<file path="src/rtl/mips_data_bus.sv">
// rtl/mips_data_bus.sv - data RAM plus memory-mapped LED, timer and UART TX for the MIPS core
// Loads are combinational from AluOut; all state updates on the rising edge of CLK.
module mips_data_bus #(
    parameter int RAM_AW       = 6,
    parameter int CLKS_PER_BIT = 16
) (
    input  logic        CLK,
    input  logic        Reset,
    input  logic        MemWrite,
    input  logic [31:0] AluOut,
    input  logic [31:0] WriteData,
    output logic [31:0] ReadData,
    output logic [15:0] Led,
    output logic        UartTx
);

    localparam int CW = $clog2(CLKS_PER_BIT);
    localparam logic [CW-1:0] CPB_M1  = CW'(CLKS_PER_BIT - 1);
    localparam logic [CW-1:0] CLK_ONE = CW'(1);

    // Word addresses (byte address >> 2) of the I/O registers.
    localparam logic [29:0] A_LED    = 30'h3FFF_C000;
    localparam logic [29:0] A_TCOUNT = 30'h3FFF_C001;
    localparam logic [29:0] A_TCMP   = 30'h3FFF_C002;
    localparam logic [29:0] A_UTXD   = 30'h3FFF_C003;
    localparam logic [29:0] A_STATUS = 30'h3FFF_C004;

    typedef enum logic [1:0] {
        S_IDLE  = 2'd0,
        S_START = 2'd1,
        S_DATA  = 2'd2,
        S_STOP  = 2'd3
    } uart_state_t;

    logic [31:0]   r_ram [0:(2**RAM_AW)-1];
    logic [15:0]   r_led;
    logic [31:0]   r_tcount;
    logic [31:0]   r_tcmp;
    logic          r_flag;
    uart_state_t   r_state;
    logic [CW-1:0] r_clk_cnt;
    logic [2:0]    r_bit_cnt;
    logic [7:0]    r_shift;

    uart_state_t   w_state_nx;
    logic [CW-1:0] w_clk_nx;
    logic [2:0]    w_bit_nx;
    logic [7:0]    w_shift_nx;

    logic [29:0]   w_wa;
    logic          w_wr_ram;
    logic          w_wr_led;
    logic          w_wr_tcount;
    logic          w_wr_tcmp;
    logic          w_wr_utxd;
    logic          w_wr_status;
    logic          w_match;
    logic          w_busy;
    logic          w_bit_end;
    logic          w_unused;

    assign w_wa        = AluOut[31:2];
    assign w_wr_ram    = MemWrite && !AluOut[31];
    assign w_wr_led    = MemWrite && (w_wa == A_LED);
    assign w_wr_tcount = MemWrite && (w_wa == A_TCOUNT);
    assign w_wr_tcmp   = MemWrite && (w_wa == A_TCMP);
    assign w_wr_utxd   = MemWrite && (w_wa == A_UTXD);
    assign w_wr_status = MemWrite && (w_wa == A_STATUS);
    assign w_unused    = ^AluOut[1:0];

    assign w_match   = (r_tcmp != 32'd0) && (r_tcount == r_tcmp) && !w_wr_tcount;
    assign w_busy    = (r_state != S_IDLE);
    assign w_bit_end = (r_clk_cnt == CPB_M1);
    assign Led       = r_led;

    // RAM has no reset; contents are undefined until stored.
    always_ff @(posedge CLK) begin
        if (w_wr_ram) begin
            r_ram[AluOut[RAM_AW+1:2]] <= WriteData;
        end
    end

    always_ff @(posedge CLK or posedge Reset) begin
        if (Reset) begin
            r_led    <= 16'h0000;
            r_tcount <= 32'd0;
            r_tcmp   <= 32'd0;
            r_flag   <= 1'b0;
        end else begin
            if (w_wr_led) begin
                r_led <= WriteData[15:0];
            end
            if (w_wr_tcmp) begin
                r_tcmp <= WriteData;
            end
            if (w_wr_tcount) begin
                r_tcount <= WriteData;
            end else if (w_match) begin
                r_tcount <= 32'd0;
            end else begin
                r_tcount <= r_tcount + 32'd1;
            end
            // Setting the flag beats a same-cycle clear.
            if (w_match) begin
                r_flag <= 1'b1;
            end else if (w_wr_status && WriteData[1]) begin
                r_flag <= 1'b0;
            end
        end
    end

    always_ff @(posedge CLK or posedge Reset) begin
        if (Reset) begin
            r_state   <= S_IDLE;
            r_clk_cnt <= '0;
            r_bit_cnt <= 3'd0;
            r_shift   <= 8'h00;
        end else begin
            r_state   <= w_state_nx;
            r_clk_cnt <= w_clk_nx;
            r_bit_cnt <= w_bit_nx;
            r_shift   <= w_shift_nx;
        end
    end

    always_comb begin
        w_state_nx = r_state;
        w_clk_nx   = r_clk_cnt;
        w_bit_nx   = r_bit_cnt;
        w_shift_nx = r_shift;
        case (r_state)
            S_IDLE: begin
                if (w_wr_utxd) begin
                    w_state_nx = S_START;
                    w_clk_nx   = '0;
                    w_bit_nx   = 3'd0;
                    w_shift_nx = WriteData[7:0];
                end
            end
            S_START: begin
                if (w_bit_end) begin
                    w_state_nx = S_DATA;
                    w_clk_nx   = '0;
                    w_bit_nx   = 3'd0;
                end else begin
                    w_clk_nx = r_clk_cnt + CLK_ONE;
                end
            end
            S_DATA: begin
                if (w_bit_end) begin
                    w_clk_nx   = '0;
                    w_shift_nx = {1'b0, r_shift[7:1]};
                    if (r_bit_cnt == 3'd7) begin
                        w_state_nx = S_STOP;
                    end else begin
                        w_bit_nx = r_bit_cnt + 3'd1;
                    end
                end else begin
                    w_clk_nx = r_clk_cnt + CLK_ONE;
                end
            end
            S_STOP: begin
                if (w_bit_end) begin
                    w_state_nx = S_IDLE;
                    w_clk_nx   = '0;
                end else begin
                    w_clk_nx = r_clk_cnt + CLK_ONE;
                end
            end
            default: begin
                w_state_nx = S_IDLE;
            end
        endcase
    end

    // Line level is decoded from state so Reset drives it high without waiting for a clock.
    always_comb begin
        UartTx = 1'b1;
        case (r_state)
            S_START: UartTx = 1'b0;
            S_DATA:  UartTx = r_shift[0];
            default: UartTx = 1'b1;
        endcase
    end

    always_comb begin
        ReadData = 32'd0;
        if (!AluOut[31]) begin
            ReadData = r_ram[AluOut[RAM_AW+1:2]];
        end else begin
            case (w_wa)
                A_LED:    ReadData = {16'h0000, r_led};
                A_TCOUNT: ReadData = r_tcount;
                A_TCMP:   ReadData = r_tcmp;
                A_STATUS: ReadData = {30'd0, r_flag, w_busy};
                default:  ReadData = 32'd0;
            endcase
        end
    end

endmodule

</file>
<file path="config.mk">
export PLATFORM = sky130hd
export DESIGN_NAME = mips_data_bus
export DESIGN_NICKNAME = d
export VERILOG_FILES = /design/src/rtl/mips_data_bus.sv
export SDC_FILE = /design/constraint.sdc
export NUM_CORES = 2
export LEC_CHECK = 0
export CAP_MARGIN = 15
export CORE_MARGIN = 1
export CORE_UTILIZATION = 40
export CTS_CLUSTER_DIAMETER = 50
export DETAILED_ROUTE_END_ITERATION = 12
export GPL_TIMING_DRIVEN = 1
export PLACE_DENSITY = 0.51
export SETUP_SLACK_MARGIN = 0.3
export SYNTH_ARGS = -nofsm -noshare
export SYNTH_HDL_FRONTEND = slang
export SYNTH_SLANG_ARGS = --single-unit
</file>
<file path="constraint.sdc">
create_clock -name CLK -period 3.65 [get_ports CLK]
set_input_delay 0.73 -clock CLK [delete_from_list [all_inputs] [get_ports CLK]]
set_output_delay 0.73 -clock CLK [all_outputs]
set_load 0.02 [all_outputs]
</file>
After elaboration in Yosys (flattened, before gate mapping). Memory sizes are Yosys's and may differ from the RTL's. Cells that the tools add are included.

Register bits after elaboration: 98. Bits in latches: 0. Memory bits (writable): 2048. Bits in read-only memories: 0. Input port bits: 67. Output and inout bits: 49. Word-level logic and storage cells: 76. Memories kept: 1.

Add/subtract/negate cells: 3. $mul: 0. Divide/modulo/power cells: 0. Magnitude comparators: 0. Equality and inequality tests: 17. Shifts and indexed selects: 0. Muxes and demuxes: 26. Bitwise logic cells: 0. Reductions and logical operators: 21.

Memory list: r_ram (depth 64, bits a word 32, read ports 1, clocked after Yosys merged registers in 0, write ports 1, RTL line 35) `logic [31:0] r_ram [0:(2**RAM_AW)-1];`.

Operators by type and width (number): 30-bit == test, second input constant (5); 32-bit case mux with 4 select lines (1); 32-bit two-way mux (3); 32-bit by 1-bit adder with 32-bit output, second input constant (1); 32-bit == test (1); 32-bit nonzero test (1); 8-bit two-way mux (2); 8-bit case mux with 2 select lines (1); 3-bit two-way mux (4); 2-bit inequality test, second input constant (6); 2-bit two-way mux (5); 5-bit AND reduction (2); 1-bit logical AND (9); 3-bit case mux with 3 select lines (1); 4-bit two-way mux (2); 2-bit case mux with 4 select lines (1); 4-bit case mux with 2 select lines (1); 2-bit nonzero test (3); 4-bit by 1-bit adder with 4-bit output, second input constant (1); 2-bit == test, second input constant (2); 4-bit == test, second input constant (1); 1-bit two-way mux (4); 3-bit by 1-bit adder with 3-bit output, second input constant (1); 3-bit == test, second input constant (1); 7 further kinds (8).

Longest topological paths before layout.
Depth after elaboration: 6. Mapped depth: 10. Mapped depth without buffers: 6.

Worst setup path after synthesis. No wires, ideal clock.

Path type: input to register. Start point: input port AluOut[4]. End point: memory r_ram[30][0] (enable). Setup time: 0.421 ns. Arrival: 3.745 ns. Data required time: 3.229 ns. Setup slack: -0.517 ns. Cell stages on the path: 9. Cells stage by stage: buf_2 > buf_2 > buf_2 > buf_2 > buf_2 > buf_2 > and2_1 > nand2_1 > nor2_1.

RTL lines: from (decl) (RTL line 10) `input logic [31:0] AluOut,`; to (decl) (RTL line 35).

No word-level cell before the write port.

Worst setup path after layout.
Start point: input port AluOut[2]. End point: output port ReadData[1].

Longest elaborated chain between the ends: 3.

Ends and longest elaborated chain: parallel branches: the longest is 2 deep, another holds memory read 64 x 32 bit; 32-bit two-way mux (*) (RTL line 188) `if (!AluOut[31]) begin`; to (decl) (RTL line 12) `output logic [31:0] ReadData,`.

Every way passes the cells marked *.

==> impl_results.rst <==
.. list-table::
   :header-rows: 1

   * - Metric
     - Value
   * - # Max-Cap Violations
     - 0
   * - Outcome
     - complete, but fails checks
   * - Number of synthesized register bits
     - 2,146
   * - Num Clock Sinks
     - around 2,100
   * - Number of nets in the synthesized netlist
     - 4,159
   * - Async S/R FF share, synth
     - 0.0457
   * - Count of TritonRoute iterations in the first routing pass
     - 5
   * - Die Wd
     - ~460 um
   * - Number of global-route vias before repair
     - 45,300
   * - Data required time at the worst endpoint
     - 2.92 ns
   * - Core area
     - 208,000 um^2
   * - Commonest cells post-synth
     - 2,048 x sky130_fd_sc_hd__edfxtp_1, 422 x sky130_fd_sc_hd__mux4_2, 268 x sky130_fd_sc_hd__mux2i_1
   * - Initial antenna violation count
     - 11
   * - CP endpoint kind
     - output port
   * - Number of cells after detailed placement
     - around 7,400
   * - Crit path DAT
     - 3.15 ns
   * - Pin count of the biggest net entering global routing
     - 68
   * - Layout cell share with drive strength beyond 1
     - 0.375
   * - Final instance count without filler cells
     - 7,970
   * - Cts-stage hold buffer count
     - 0
   * - Launching instance or port of the critical path
     - AluOut[2]
   * - Post-synthesis instance area
     - between 80,000 and 90,000 um^2
   * - Syn_area_per_cell
     - 20.6 um^2
   * - Utilization of the core after routing
     - 0.511
   * - Ranking of synthesized cells by area
     - sky130_fd_sc_hd__edfxtp_1 73%, sky130_fd_sc_hd__mux4_2 11%, sky130_fd_sc_hd__mux2i_1 3.2%
   * - I/O pin total
     - 116
   * - Max Fanout on Critical Path
     - 8
   * - Max Freq
     - 258 MHz
   * - Number of flops mapped to enable cells by yosys
     - 2,048
   * - DRT iter0 DRCs
     - 4,808
   * - Slew of the pin with the lowest slew margin
     - 1.07 ns
   * - Initial Utilization
     - 0.404
   * - Post-route clock period utilization
     - 1.06
   * - Deepest clock path buffer count
     - 3
   * - Violated checks
     - negative setup slack
   * - Worst Skew
     - 0.0576 ns
   * - Distinct cell type count after synthesis
     - 60
   * - Count of final hold-check violations
     - 0
   * - Post-Synthesis Cells
     - a little over 4,000
   * - Power density over the cells
     - approximately 520 nW/um^2
   * - Clock root cell
     - sky130_fd_sc_hd__clkbuf_16
   * - Sequential area share after synthesis
     - 0.761
   * - Vias per Instance
     - 5.74
   * - CTS tree
     - yes
   * - Startpoint of the most critical hold path
     - WriteData[29]
   * - GRT Residual Overflow
     - 0
   * - Final setup fails
     - 32
   * - Final Routed Wirelength
     - 261 mm
   * - Total number of vias
     - 45,700
   * - Worst voltage drop across the vdd grid
     - 0.000509 V
   * - Setup Crit Path Kind
     - primary input to output port
   * - WL/cell
     - 32.7 um
   * - Post-synth top area share
     - 0.732
   * - Worst skew pair latency
     - 0.90 ns
   * - Fin crit period
     - just under 4 ns
   * - Standard-cell row count
     - 167
   * - Synth Warn #
     - 0
   * - Overall track demand over capacity in global routing
     - 0.246
   * - Die Footprint
     - 212,000 um^2
   * - Last weighted congestion value of the routability-driven placer
     - 0.914
   * - Leakage power of the design
     - 35.9 nW
   * - Setup TNS
     - -4.65 ns
   * - DRC violations left
     - 0
   * - R2r startpoint
     - r_tcount[0]
   * - Vertical extent of the die
     - roughly 460 um
   * - ANT nets after route
     - 0
   * - Predominant post-synthesis flop cell
     - sky130_fd_sc_hd__edfxtp_1
   * - Most common cell in the netlist
     - sky130_fd_sc_hd__edfxtp_1
   * - Post-synthesis cell type with the largest combined area
     - sky130_fd_sc_hd__edfxtp_1
   * - Level count of the clock H-tree
     - 4
   * - Setup slack of the critical path after layout
     - -0.232 ns
   * - Sort of element at the start of the critical path
     - primary input
   * - Minimum setup slack after placement
     - -1.24 ns
   * - Area grow syn2layout
     - 26.4%
   * - Relative max-transition margin
     - 0.287
   * - Number of clock buffers inserted by TritonCTS
     - 236
   * - First-pass GRT wire length
     - 362 mm
   * - RSZ-0062 raised after global routing
     - yes
   * - Nets
     - roughly 5,000
   * - Worst slack on hold paths
     - 0.184 ns
   * - Hold WC Path Type
     - primary input to register
   * - HPWL after detailed placement
     - 163 mm
   * - Number of max-slew violations in the final report
     - 0
   * - Clock transition at the register clock pins on the worst setup and hold paths after CTS
     - 0.06 ns
   * - Flop2flop setup slack
     - between 1 and 1.5 ns
   * - Number of input and output port buffers inserted
     - approximately 110
[layout make-up]
class,count,area [um^2]
inverters,10,40.0
multi-input cells,1687,20600
clock buffers,286,6130
flip-flops and latches,2146,64000
diodes,11,27.5
well taps,2788,3490
fillers,16600,102000
repair buffers,885,10300
clock inverters,157,1740
[per-layer routing]
layer  routed length [um]  up-vias  track usage
li1                     -    18900            -
met1               113000    24900        0.352
met2               124000     1568        0.391
met3                15300      318       0.0379
met4                 7530        4       0.0719
met5                   27        -            0
[worst paths after layout]
| check | end | cells after the start |
|---|---|---|
| max | ReadData[1] | 11 |
| min | r_ram[57][29] | 1 |
| max reg2reg | r_tcount[14] | 8 |
| min reg2reg | r_shift[3] | 1 |
| max in group asynchronous | r_tcount[8] | 3 |
| min in group asynchronous | r_bit_cnt[1] | 2 |
[timing repair]
action,CTS,global route
setup endpoints to repair,32,33
resized for setup,315,165
gates cloned,13,9
pin swaps,45,44
setup buffers,52,52
[through the flow]
stage | total power, mW | area, um^2
detailed placement | 31.0 | 94900
global placement | 30.9 | 94900
global route | 56.3 | 106000
finish | 54.8 | 106000
CTS | 55.1 | 105000
floorplan | 29.0 | 84400
[cells in the final DEF, fill, tap and decap left out, drive strengths merged, types with 28 or more instances in the layout]
master            n
edfxtp         2048
buf             824
mux4            422
clkbuf          296
mux2i           268
a22oi           183
nand2           128
nor2            122
clkinv          101
dfrtp            98
mux2             80
o21ai            52
xor2             50
nand3            36
clkdlybuf4s50    35
o22ai            34
o31ai            33
a21oi            33
a221oi           28
[flip-flops by register name (all words and copies together) (netlist names)]
signal and cells:
r_ram 2048, r_bit_cnt 3, r_flag 1, Led 16, r_tcount 32, r_shift 8
r_tcmp 32, r_clk_cnt 4, r_state 2
[cells by family (layout without fill, tap and decap cells)]
logic type,count (synthesis),after routing,synth area share
AND/OR/NAND/NOR,414,414,0.0242
AO/OA/AOI/OAI,432,432,0.0375
other,0,11,0
XOR/XNOR,62,62,0.00646
adder cells (fa/ha/maj),9,9,0.00134
buffers and inverters,250,1338,0.0138
flip-flops,2146,2146,0.761
multiplexers,770,770,0.156
[worst max-delay path, stage by stage]
cell,delay [ns]
sky130_fd_sc_hd__buf_16,0.14
sky130_fd_sc_hd__buf_12,0.16
sky130_fd_sc_hd__buf_6,0.14
sky130_fd_sc_hd__buf_8,0.13
sky130_fd_sc_hd__mux4_2,0.50
sky130_fd_sc_hd__mux2i_1,0.15
sky130_fd_sc_hd__buf_4,0.16
sky130_fd_sc_hd__o21ai_2,0.13
sky130_fd_sc_hd__or4_4,0.60
sky130_fd_sc_hd__buf_6,0.15
sky130_fd_sc_hd__buf_6,0.12
[power by group]
group	internal (mW)	switching, mW	total (mW)
clock network	13.9	10.1	24.0
registers	27.1	0.0350	27.1
logic	1.64	2.12	3.76
(Power assumes the default switching activity.)
